### src/rtl/cache_pkg.sv
// rtl/cache_pkg.sv - shared types, widths and address helpers for the data cache
package cache_pkg;

  typedef enum logic [2:0] {
    IDLE   = 3'd0,
    LOOKUP = 3'd1,
    MEM_RD = 3'd2,
    MEM_WR = 3'd3,
    DONE   = 3'd4
  } cache_state_t;

  localparam int OFFSET_BITS       = 2;
  localparam int MAX_AW            = 64;
  localparam int DEF_ADDRESS_WIDTH = 32;
  localparam int DEF_DATA_WIDTH    = 32;
  localparam int DEF_SET_BITS      = 3;

  function automatic int tag_bits(input int aw, input int set_bits);
    return aw - set_bits - OFFSET_BITS;
  endfunction

  localparam int TAG_BITS = tag_bits(DEF_ADDRESS_WIDTH, DEF_SET_BITS);

  // Line index: the address bits just above the byte offset.
  function automatic logic [MAX_AW-1:0] get_index(input logic [MAX_AW-1:0] addr, input int set_bits);
    return (addr >> OFFSET_BITS) & ((64'd1 << set_bits) - 64'd1);
  endfunction

  // Tag: everything above the index.
  function automatic logic [MAX_AW-1:0] get_tag(input logic [MAX_AW-1:0] addr, input int set_bits);
    return addr >> (OFFSET_BITS + set_bits);
  endfunction

  // Performance counters stick at all-ones instead of wrapping.
  function automatic logic [31:0] sat_inc(input logic [31:0] v);
    return (v == 32'hFFFF_FFFF) ? v : v + 32'd1;
  endfunction

endpackage

### src/rtl/cache_controller_if.sv
// rtl/cache_controller_if.sv - CPU-side and memory-side signal bundle of the data cache
interface cache_controller_if #(
  parameter int ADDRESS_WIDTH = 32,
  parameter int DATA_WIDTH    = 32
);

  logic                     cpu_req;
  logic                     cpu_we;
  logic [ADDRESS_WIDTH-1:0] cpu_addr;
  logic [DATA_WIDTH-1:0]    cpu_wdata;
  logic                     flush;
  logic [DATA_WIDTH-1:0]    cpu_rdata;
  logic                     cpu_ready;
  logic                     busy;
  logic                     mem_req;
  logic                     mem_we;
  logic [ADDRESS_WIDTH-1:0] mem_addr;
  logic [DATA_WIDTH-1:0]    mem_wdata;
  logic [DATA_WIDTH-1:0]    mem_rdata;
  logic                     mem_ack;
  logic [31:0]              hit_cnt;
  logic [31:0]              miss_cnt;

  // Environment side: the CPU requester plus the data memory responder.
  modport master (
    output cpu_req, cpu_we, cpu_addr, cpu_wdata, flush, mem_rdata, mem_ack,
    input  cpu_rdata, cpu_ready, busy, mem_req, mem_we, mem_addr, mem_wdata,
    input  hit_cnt, miss_cnt
  );

  // Controller side.
  modport slave (
    input  cpu_req, cpu_we, cpu_addr, cpu_wdata, flush, mem_rdata, mem_ack,
    output cpu_rdata, cpu_ready, busy, mem_req, mem_we, mem_addr, mem_wdata,
    output hit_cnt, miss_cnt
  );

endinterface

### src/rtl/cache_store.sv
// rtl/cache_store.sv - valid/tag/data arrays of the direct-mapped one-word-per-line cache
module cache_store
  import cache_pkg::*;
#(
  parameter int SET_BITS   = DEF_SET_BITS,
  parameter int TAG_W      = TAG_BITS,
  parameter int DATA_WIDTH = DEF_DATA_WIDTH
) (
  input  logic                  clk,
  input  logic                  rst,
  input  logic                  inv_all_i,
  input  logic [SET_BITS-1:0]   rd_index_i,
  output logic                  rd_valid_o,
  output logic [TAG_W-1:0]      rd_tag_o,
  output logic [DATA_WIDTH-1:0] rd_data_o,
  input  logic                  wr_en_i,
  input  logic [SET_BITS-1:0]   wr_index_i,
  input  logic [TAG_W-1:0]      wr_tag_i,
  input  logic [DATA_WIDTH-1:0] wr_data_i
);

  localparam int LINES = 1 << SET_BITS;

  logic [LINES-1:0]      valid_q;
  logic [TAG_W-1:0]      tag_q  [LINES];
  logic [DATA_WIDTH-1:0] data_q [LINES];

  // Valid bits: cleared by reset or bulk invalidate, set by any line write.
  always_ff @(posedge clk or negedge rst) begin
    if (!rst) begin
      valid_q <= '0;
    end else if (inv_all_i) begin
      valid_q <= '0;
    end else if (wr_en_i) begin
      valid_q[wr_index_i] <= 1'b1;
    end
  end

  // Tag and data arrays carry no reset; the valid bit guards their contents.
  always_ff @(posedge clk) begin
    if (wr_en_i) begin
      tag_q[wr_index_i]  <= wr_tag_i;
      data_q[wr_index_i] <= wr_data_i;
    end
  end

  assign rd_valid_o = valid_q[rd_index_i];
  assign rd_tag_o   = tag_q[rd_index_i];
  assign rd_data_o  = data_q[rd_index_i];

endmodule

### src/rtl/cache_controller.sv
// rtl/cache_controller.sv - lookup/refill/write-through sequencer for the data cache
module cache_controller
  import cache_pkg::*;
#(
  parameter int ADDRESS_WIDTH = DEF_ADDRESS_WIDTH,
  parameter int DATA_WIDTH    = DEF_DATA_WIDTH,
  parameter int SET_BITS      = DEF_SET_BITS
) (
  input  logic              clk,
  input  logic              rst,
  cache_controller_if.slave bus
);

  localparam int TAG_W = tag_bits(ADDRESS_WIDTH, SET_BITS);

  localparam logic [2:0] S_IDLE   = 3'(IDLE);
  localparam logic [2:0] S_LOOKUP = 3'(LOOKUP);
  localparam logic [2:0] S_MEM_RD = 3'(MEM_RD);
  localparam logic [2:0] S_MEM_WR = 3'(MEM_WR);
  localparam logic [2:0] S_DONE   = 3'(DONE);

  logic [2:0]               state_q, state_d;
  logic                     we_q, we_d;
  logic [ADDRESS_WIDTH-1:0] addr_q, addr_d;
  logic [DATA_WIDTH-1:0]    wdata_q, wdata_d;
  logic [DATA_WIDTH-1:0]    cpu_rdata_q, cpu_rdata_d;
  logic                     cpu_ready_q, cpu_ready_d;
  logic                     busy_q, busy_d;
  logic                     mem_req_q, mem_req_d;
  logic                     mem_we_q, mem_we_d;
  logic [ADDRESS_WIDTH-1:0] mem_addr_q, mem_addr_d;
  logic [DATA_WIDTH-1:0]    mem_wdata_q, mem_wdata_d;
  logic [31:0]              hit_cnt_q, hit_cnt_d;
  logic [31:0]              miss_cnt_q, miss_cnt_d;

  logic [SET_BITS-1:0]   line_index;
  logic [TAG_W-1:0]      line_tag;
  logic                  st_valid;
  logic [TAG_W-1:0]      st_tag;
  logic [DATA_WIDTH-1:0] st_data;
  logic                  st_wr_en;
  logic [DATA_WIDTH-1:0] st_wr_data;
  logic                  st_inv;
  logic                  hit;

  // The latched request address drives both the store lookup and any refill.
  assign line_index = SET_BITS'(get_index(MAX_AW'(addr_q), SET_BITS));
  assign line_tag   = TAG_W'(get_tag(MAX_AW'(addr_q), SET_BITS));
  assign hit        = st_valid && (st_tag == line_tag);

  cache_store #(
    .SET_BITS   (SET_BITS),
    .TAG_W      (TAG_W),
    .DATA_WIDTH (DATA_WIDTH)
  ) u_store (
    .clk        (clk),
    .rst        (rst),
    .inv_all_i  (st_inv),
    .rd_index_i (line_index),
    .rd_valid_o (st_valid),
    .rd_tag_o   (st_tag),
    .rd_data_o  (st_data),
    .wr_en_i    (st_wr_en),
    .wr_index_i (line_index),
    .wr_tag_i   (line_tag),
    .wr_data_i  (st_wr_data)
  );

  // Next-state logic; every output register is derived from the next state so
  // the ports change together with the state they describe.
  always_comb begin
    state_d     = state_q;
    we_d        = we_q;
    addr_d      = addr_q;
    wdata_d     = wdata_q;
    cpu_rdata_d = cpu_rdata_q;
    mem_addr_d  = mem_addr_q;
    mem_wdata_d = mem_wdata_q;
    hit_cnt_d   = hit_cnt_q;
    miss_cnt_d  = miss_cnt_q;
    st_wr_en    = 1'b0;
    st_wr_data  = wdata_q;
    st_inv      = 1'b0;

    case (state_q)
      S_IDLE: begin
        if (bus.flush) begin
          st_inv = 1'b1;
        end else if (bus.cpu_req) begin
          we_d    = bus.cpu_we;
          addr_d  = bus.cpu_addr;
          wdata_d = bus.cpu_wdata;
          state_d = S_LOOKUP;
        end
      end
      S_LOOKUP: begin
        if (hit) begin
          hit_cnt_d = sat_inc(hit_cnt_q);
        end else begin
          miss_cnt_d = sat_inc(miss_cnt_q);
        end
        mem_addr_d = {addr_q[ADDRESS_WIDTH-1:OFFSET_BITS], {OFFSET_BITS{1'b0}}};
        if (we_q) begin
          // Write-through: memory is always written; a miss does not allocate.
          mem_wdata_d = wdata_q;
          state_d     = S_MEM_WR;
          st_wr_en    = hit;
        end else if (hit) begin
          cpu_rdata_d = st_data;
          state_d     = S_DONE;
        end else begin
          state_d = S_MEM_RD;
        end
      end
      S_MEM_RD: begin
        if (bus.mem_ack) begin
          st_wr_en    = 1'b1;
          st_wr_data  = bus.mem_rdata;
          cpu_rdata_d = bus.mem_rdata;
          state_d     = S_DONE;
        end
      end
      S_MEM_WR: begin
        if (bus.mem_ack) begin
          state_d = S_DONE;
        end
      end
      S_DONE: begin
        state_d = S_IDLE;
      end
      default: begin
        state_d = S_IDLE;
      end
    endcase

    busy_d      = (state_d != S_IDLE);
    cpu_ready_d = (state_d == S_DONE);
    mem_req_d   = (state_d == S_MEM_RD) || (state_d == S_MEM_WR);
    mem_we_d    = (state_d == S_MEM_WR);
  end

  // State and output registers; reset abandons any transaction in flight.
  always_ff @(posedge clk or negedge rst) begin
    if (!rst) begin
      state_q     <= S_IDLE;
      we_q        <= 1'b0;
      addr_q      <= '0;
      wdata_q     <= '0;
      cpu_rdata_q <= '0;
      cpu_ready_q <= 1'b0;
      busy_q      <= 1'b0;
      mem_req_q   <= 1'b0;
      mem_we_q    <= 1'b0;
      mem_addr_q  <= '0;
      mem_wdata_q <= '0;
      hit_cnt_q   <= '0;
      miss_cnt_q  <= '0;
    end else begin
      state_q     <= state_d;
      we_q        <= we_d;
      addr_q      <= addr_d;
      wdata_q     <= wdata_d;
      cpu_rdata_q <= cpu_rdata_d;
      cpu_ready_q <= cpu_ready_d;
      busy_q      <= busy_d;
      mem_req_q   <= mem_req_d;
      mem_we_q    <= mem_we_d;
      mem_addr_q  <= mem_addr_d;
      mem_wdata_q <= mem_wdata_d;
      hit_cnt_q   <= hit_cnt_d;
      miss_cnt_q  <= miss_cnt_d;
    end
  end

  assign bus.cpu_rdata = cpu_rdata_q;
  assign bus.cpu_ready = cpu_ready_q;
  assign bus.busy      = busy_q;
  assign bus.mem_req   = mem_req_q;
  assign bus.mem_we    = mem_we_q;
  assign bus.mem_addr  = mem_addr_q;
  assign bus.mem_wdata = mem_wdata_q;
  assign bus.hit_cnt   = hit_cnt_q;
  assign bus.miss_cnt  = miss_cnt_q;

endmodule

### src/flat_wrapper.sv
// flat-port wrapper written by rule: the top's interface ports become plain ports
module cache_controller_flat import cache_pkg::*;
#(
  parameter int ADDRESS_WIDTH = DEF_ADDRESS_WIDTH,
  parameter int DATA_WIDTH    = DEF_DATA_WIDTH,
  parameter int SET_BITS      = DEF_SET_BITS
)
  (clk, rst, bus_cpu_req, bus_cpu_we, bus_cpu_addr, bus_cpu_wdata, bus_flush, bus_mem_rdata, bus_mem_ack, bus_cpu_rdata, bus_cpu_ready, bus_busy, bus_mem_req, bus_mem_we, bus_mem_addr, bus_mem_wdata, bus_hit_cnt, bus_miss_cnt);
  cache_controller_if #(.ADDRESS_WIDTH(ADDRESS_WIDTH), .DATA_WIDTH(DATA_WIDTH)) bus_i ();
  input  logic clk;
  input  logic rst;
  input wire logic [$bits(bus_i.cpu_req)-1:0] bus_cpu_req;
  input wire logic [$bits(bus_i.cpu_we)-1:0] bus_cpu_we;
  input wire logic [$bits(bus_i.cpu_addr)-1:0] bus_cpu_addr;
  input wire logic [$bits(bus_i.cpu_wdata)-1:0] bus_cpu_wdata;
  input wire logic [$bits(bus_i.flush)-1:0] bus_flush;
  input wire logic [$bits(bus_i.mem_rdata)-1:0] bus_mem_rdata;
  input wire logic [$bits(bus_i.mem_ack)-1:0] bus_mem_ack;
  output wire logic [$bits(bus_i.cpu_rdata)-1:0] bus_cpu_rdata;
  output wire logic [$bits(bus_i.cpu_ready)-1:0] bus_cpu_ready;
  output wire logic [$bits(bus_i.busy)-1:0] bus_busy;
  output wire logic [$bits(bus_i.mem_req)-1:0] bus_mem_req;
  output wire logic [$bits(bus_i.mem_we)-1:0] bus_mem_we;
  output wire logic [$bits(bus_i.mem_addr)-1:0] bus_mem_addr;
  output wire logic [$bits(bus_i.mem_wdata)-1:0] bus_mem_wdata;
  output wire logic [$bits(bus_i.hit_cnt)-1:0] bus_hit_cnt;
  output wire logic [$bits(bus_i.miss_cnt)-1:0] bus_miss_cnt;
  assign bus_i.cpu_req = bus_cpu_req;
  assign bus_i.cpu_we = bus_cpu_we;
  assign bus_i.cpu_addr = bus_cpu_addr;
  assign bus_i.cpu_wdata = bus_cpu_wdata;
  assign bus_i.flush = bus_flush;
  assign bus_i.mem_rdata = bus_mem_rdata;
  assign bus_i.mem_ack = bus_mem_ack;
  assign bus_cpu_rdata = bus_i.cpu_rdata;
  assign bus_cpu_ready = bus_i.cpu_ready;
  assign bus_busy = bus_i.busy;
  assign bus_mem_req = bus_i.mem_req;
  assign bus_mem_we = bus_i.mem_we;
  assign bus_mem_addr = bus_i.mem_addr;
  assign bus_mem_wdata = bus_i.mem_wdata;
  assign bus_hit_cnt = bus_i.hit_cnt;
  assign bus_miss_cnt = bus_i.miss_cnt;
  cache_controller #(.ADDRESS_WIDTH(ADDRESS_WIDTH), .DATA_WIDTH(DATA_WIDTH), .SET_BITS(SET_BITS)) u_core (.clk(clk), .rst(rst), .bus(bus_i));
endmodule
### config.mk
export PLATFORM = sky130hd
export DESIGN_NAME = cache_controller_flat
export DESIGN_NICKNAME = d
export VERILOG_FILES = /design/src/rtl/cache_pkg.sv /design/src/rtl/cache_controller_if.sv /design/src/rtl/cache_store.sv /design/src/rtl/cache_controller.sv /design/src/flat_wrapper.sv
export SDC_FILE = /design/constraint.sdc
export NUM_CORES = 1
export LEC_CHECK = 0
export CAP_MARGIN = 20
export CORE_ASPECT_RATIO = 0.7
export CORE_MARGIN = 2
export CORE_UTILIZATION = 50
export CTS_CLUSTER_SIZE = 30
export DETAILED_ROUTE_END_ITERATION = 8
export MAX_ROUTING_LAYER = met4
export PLACE_DENSITY = 0.71
export SLEW_MARGIN = 25
export SYNTH_ARGS = -nofsm -noshare
export SYNTH_HDL_FRONTEND = slang
export SYNTH_SLANG_ARGS = --single-unit
### constraint.sdc
create_clock -name clk -period 8.58 [get_ports clk]
set_input_delay 2.574 -clock clk [delete_from_list [all_inputs] [get_ports clk]]
set_output_delay 2.574 -clock clk [all_outputs]
set_load 0.05 [all_outputs]
* Yosys cells after proc, flatten, opt, wreduce, memory -nomap -nowiden
Memories as Yosys holds them, arrays and structs flattened. Index checks and enable logic that the tools add are counted.
Word-level totals: word-level logic and storage cells 75, memories 2, bits in read-only memories 0, bits in latches 0, bits in writable memories 472, register bits after elaboration 238, input bits 102
Cells by class: shift operators 0, divide/modulo/power cells 0, muxes and demuxes 25, $add $sub $neg 2, reduce and logical (&&, ||, !) cells 13, eq/ne operators 12, $mul 0, bitwise logic cells 5, magnitude comparators 2
Memory list:
- u_core.u_store.data_q | words 8, bits a word 32, read ports 1, clocked after Yosys merged registers in 0, write ports 1, RTL line cache_store.sv:26 | logic [DATA_WIDTH-1:0] data_q [LINES];
- u_core.u_store.tag_q | words 8, bits a word 27, read ports 1, clocked after Yosys merged registers in 0, write ports 1, RTL line cache_store.sv:25 | logic [TAG_W-1:0] tag_q [LINES];
Operator list (number):
- $mux W32 | 5
- $add A32 B1 Y32 const B | 2
- $eq A32 B32 Y1 const B | 2
- $pmux W32 S2 | 1
- $eq A27 B27 Y1 | 1
- $mux W8 | 2
- $mux W3 | 5
- $eq A3 B2 Y1 const B | 4
- $pmux W3 S3 | 1
- $reduce_and A3 Y1 | 3
- $mux W1 | 8
- $or A8 B8 Y8 | 1
- $lt A3 B4 Y1 const B | 1
- $ne A2 B2 Y1 const B | 2
- $not A1 Y1 | 4
- $reduce_and A4 Y1 | 1
- $reduce_bool A2 Y1 | 2
- $bmux W1 S3 | 1
- $demux W1 S3 | 1
- $eq A3 B1 Y1 const B | 1
- $eq A3 B3 Y1 const B | 1
- $ge A3 B1 Y1 const B | 1
- $logic_not A3 Y1 | 1
- $reduce_bool A3 Y1 | 1
- 6 further kinds | 7

* Depth between registers and ports, before layout
word-level depth 8, gate-level depth with buffers 17, depth with buffers taken out 9

* By module
From an unflattened synthesis, not the netlist that was laid out.
Unflattened totals: cell total of the unflattened synthesis 1551, area total of the unflattened synthesis 28517.4 sq um
By module, submodules not included:
- cache_store | area an instance 18157.4 sq um, cells each 727, times used 1
- cache_controller | area an instance 10359.9 sq um, cells each 824, times used 1

* Worst setup path after synthesis
No wires, ideal clock.
path kind input -> register, start point input bus_mem_ack, end point memory u_core.u_store.data_q[0][0], enable pin, cell stages on the path 4, slack 766 ps, arrival time 7263 ps, setup time 551 ps, path through inv_1 or3_1 o21a_1 nor3_1
Between the ends: cells in the longest elaborated chain, start to end 4
Ends and longest elaborated chain:
- start, declared | RTL line flat_wrapper.sv:18 | input wire logic [$bits(bus_i.mem_ack)-1:0] bus_mem_ack;
- $mux W1 | RTL line cache_controller.sv:116 | if (bus.mem_ack) begin
- $pmux W1 S2 | RTL line cache_controller.sv:85 | case (state_q)
- $mux W1 | RTL line cache_store.sv:41 | if (wr_en_i) begin
- $mux W1 (implied by the code) | RTL line cache_store.sv:43 | data_q[wr_index_i] <= wr_data_i;
- end, declared | RTL line cache_store.sv:26
No other way between the ends.

* Final worst setup path
start point register u_core.addr_q[3], end point memory u_core.u_store.tag_q[1][21] in the netlist's numbering, enable pin
Between the ends: cells in the longest elaborated chain, start to end 7
Ends and longest elaborated chain:
- start, declared | RTL line cache_controller.sv:24 | logic [ADDRESS_WIDTH-1:0] addr_q, addr_d;
- start signal, assigned | RTL line cache_controller.sv:161 | addr_q <= addr_d;
- $mem_v2 Z8 W27 / $bmux W1 S3 (equally long branches)
- $eq A27 B27 Y1 / $mux W1 (equally long branches) | RTL line cache_controller.sv:49, cache_store.sv:47
- $logic_and A1 B1 Y1 | RTL line cache_controller.sv:49 | assign hit = st_valid && (st_tag == line_tag);
- $mux W1 | RTL line cache_controller.sv:103 | if (we_q) begin
- $pmux W1 S2 | RTL line cache_controller.sv:85
- $mux W1 | RTL line cache_store.sv:41
- $mux W1 (implied by the code) | RTL line cache_store.sv:42 | tag_q[wr_index_i] <= wr_tag_i;
- end, declared | RTL line cache_store.sv:25
Parallel ways exist; a longest one is shown, timed or not. The select of a mux whose other input is x is not followed.

==> summary.md <==
| Metric | Value |
|---|---|
| Outcome | `finished, final reports clean` |
| Power Total | `around 12 mW` |
| Post-DP Area | `31500 um2` |
| Placed cell count | `approximately 2700` |
| Vias | `16357` |
| HP Start | `u_core.bus.mem_addr[17]` |
| Detailed placement HPWL | `38.6 mm` |
| Final min period | `5.25 ns` |
| PwrDens | `364 nW/um2` |
| Cell family with most CP delay | `simple AND/OR/NAND/NOR gates` |
| Clock Skews | `approximately 0.027 ns` |
| Initial antenna violation count | `2` |
| Core area | `55200 um2` |
| Clk slew on worst S/H paths | `0.06 ns` |
| Synth async-reset ratio | `0.333` |
| EDFF count, synth | `472` |
| Hold Violations, Final | `0` |
| Cell Area, Synth | `27900 um2` |
| H-tree Lvls | `3` |
| Total Routing Usage GR | `0.233` |
| Routed len/inst | `23.1 um` |
| Final Non-Filler Cells | `2816` |
| Worst IR Drop VDD | `0.209 mV` |
| Chip Height | `202 um` |
| Drt drc | `0` |
| Crit-path cells | `buf_4 -> nor3_2 -> buf_4 -> a22o_1 -> or3_1 -> a22oi_1 -> and4_1 -> nand4_2 -> o21a_1 -> nor3_4 -> buf_12` |
| # port buffers | `261` |
| CP Class | `flop to flop` |
| Routability cong. | `0.794` |
| Finish-stage setup viols | `0` |
| Ys flop type | `edfxtp_1` |
| Layout area overhead | `21.1%` |
| Share of layout cells above drive strength 1 | `0.187` |
| First-pass DRT Iterations | `5` |
| Setup TNS | `0 ns` |
| Most used cell, CP | `buf_4` |
| Worst path slowest cell | `dfrtp_4` |
| Setup Fix Bufs, Post-CTS | `0` |
| Final ANT Viol Nets | `0` |
| Vias in the first global route | `16407` |
| IO Pins | `266` |
| WP data arrival | `5.51 ns` |
| Syn. warnings | `0` |
| Cells resized by post-CTS repair | `0` |
| Fmax | `roughly 190 MHz` |
| Via density | `5.81` |
| Worst Path Buf+Inv | `3` |
| Syn_area_per_cell | `16.1 um2` |
| Most frequent cells in the layout | `472 x edfxtp_1, 260 x clkdlybuf4s50_1, 233 x dfrtp_1` |
| Yosys cell types | `60` |
| Largest net degree at the start of global routing | `approximately 160` |
| Syn Inst Count | `1739` |
| CP Data Required Time | `8.83 ns` |
| Leakage | `12.5 nW` |
| Crit. End Element | `flop` |
| Design area | `between 30000 and 40000 um2` |
| Fin crit share | `0.612` |
| Worst Path Max Fanout | `50` |
| Post-layout net count | `2123` |
| DR iter-0 viols | `~1600` |
| Setup crit start kind | `flop` |
| Grt ovf | `0` |
| Synthesis-stage register bit count | `708` |
| Worst r2r src | `u_core.addr_q[3]` |
| Crit path from | `u_core.addr_q[3]` |
| Worst-Skew Late Latency | `approximately 0.61 ns` |
| Total CTS buffers | `68` |
| Slew margin rel. | `0.304` |
| First-pass GRT wire length | `just under 100 mm` |
| Die X | `287 um` |
| Hold-fix buffers, CTS | `0` |
| Sequential share of the synthesized area | `0.719` |
| Max Cap Viol | `0` |
| Initial Util | `0.506` |
| CTS sink cnt | `708` |
| RSZ-0062 raised after global routing | `false` |
| Root Buffer | `clkbuf_16` |
| Slew @ Worst Pin | `1.04 ns` |
| Most common cell after layout, fill and taps aside | `edfxtp_1` |
| Die area | `57800 um2` |
| WL final | `64.9 mm` |
| HP Class | `flop to flop` |
| Max Buffers Root-to-Sink | `3` |
| Pins Over Slew Limit | `0` |
| CTS tree | `done` |
| Biggest cell delay along the critical path | `0.91 ns` |
| # rows | `72` |
==> registers in the layout, summed over array words and instances, names as in the netlist, 3 cells and up <==
signal / flops
u_core.bus.hit_cnt: 32
u_core.bus.miss_cnt: 32
u_core.wdata_q: 32
u_core.bus.mem_addr: 30
u_core.state_q: 3
u_core.u_store.tag_q: 216
u_core.bus.mem_wdata: 32
u_core.addr_q: 30
u_core.u_store.valid_q: 8
u_core.u_store.data_q: 256
u_core.bus.cpu_rdata: 32
==> final timing paths <==
kind	to	cells after the start	slack, ns
max reg2reg	u_core.u_store.tag_q[1][21]	11	3.33
max	u_core.u_store.tag_q[1][21]	11	3.33
max in group asynchronous	u_core.wdata_q[14]	2	5.29
min in group asynchronous	u_core.bus.miss_cnt[21]	1	1.93
min	u_core.bus.mem_addr[17]	2	0.47
min reg2reg	u_core.bus.mem_addr[17]	2	0.47
==> where the power goes <==
group / internal, mW / switching [mW] / total [mW]
Clock: 1.79 / 1.27 / 3.06
Sequential: 4.55 / 0.570 / 5.12
Combinational: 1.57 / 2.56 / 4.13
Total: 7.91 / 4.40 / 12.3
==> worst reg2reg max path, stage by stage (launching register included) <==
cell and delay, ns:
dfrtp_4 0.91, buf_4 0.57, nor3_2 0.09, buf_4 0.27, a22o_1 0.32, or3_1 0.32
a22oi_1 0.33, and4_1 0.26, nand4_2 0.30, o21a_1 0.47, nor3_4 0.61, buf_12 0.42
==> layout make-up <==
type	instances	area, um2
clock buffers	95	2000
clock inverters	30	305
flip-flops and latches	708	20100
inverters	34	128
diodes	2	5.00
multi-input cells	912	7410
repair buffers	295	2970
well taps	740	926
fillers	4048	21400
==> cell families after synthesis <==
| group | synth area share |
|---|---|
| multiplexers | 0.113 |
| buffers and inverters | 0.0197 |
| AO/OA/AOI/OAI | 0.0625 |
| AND/OR/NAND/NOR | 0.0600 |
| other | 0.000134 |
| adder cells (fa/ha/maj) | 0.000895 |
| XOR/XNOR | 0.0251 |
| flip-flops | 0.719 |
==> cells in the mapped netlist (all sizes together), types with 2 or more instances <==
cell type	n	area share
a211oi	4	0.0011
a21o	12	0.0032
a21oi	39	0.0097
a221oi	36	0.011
a22o	20	0.0063
a22oi	62	0.017
a31oi	2	0.00045
and2	16	0.0037
and3	10	0.0022
and4	8	0.0025
buf	37	0.0086
clkbuf	49	0.0066
dfrtp	236	0.21
edfxtp	472	0.51
ha	2	0.00090
inv	34	0.0046
mux2	162	0.066
mux2i	49	0.018
mux4	37	0.030
nand2	123	0.017
nand2b	4	0.00090
nand3	58	0.010
nand3b	3	0.00081
nand4	22	0.0051
nor2	50	0.0067
nor2b	6	0.0013
nor3	19	0.0036
nor4	11	0.0025
o21a	2	0.00054
o21ai	18	0.0032
o221ai	2	0.00063
o22ai	31	0.0069
or2	2	0.00045
or3	6	0.0013
xnor2	40	0.013
xor2	40	0.013
==> per-layer routing <==
metal,track usage,up-vias,part of all wire
li1,-,7233,-
met1,0.333,8389,0.45
met2,0.351,633,0.47
met3,0.0404,102,0.067
met4,0.0591,0,0.018
met5,-,-,0
==> through the flow <==
stage	hold WS, ns	util	setup WS (ns)
2_1_floorplan	0.444	-	0.766
3_3_place_gp	0.454	0.569	2.88
3_5_place_dp	0.463	0.570	3.17
4_1_cts	0.477	0.612	3.27
5_1_grt	0.496	0.613	3.01
6_report	0.472	0.613	3.33
Power figures use the tool's default switching activity.
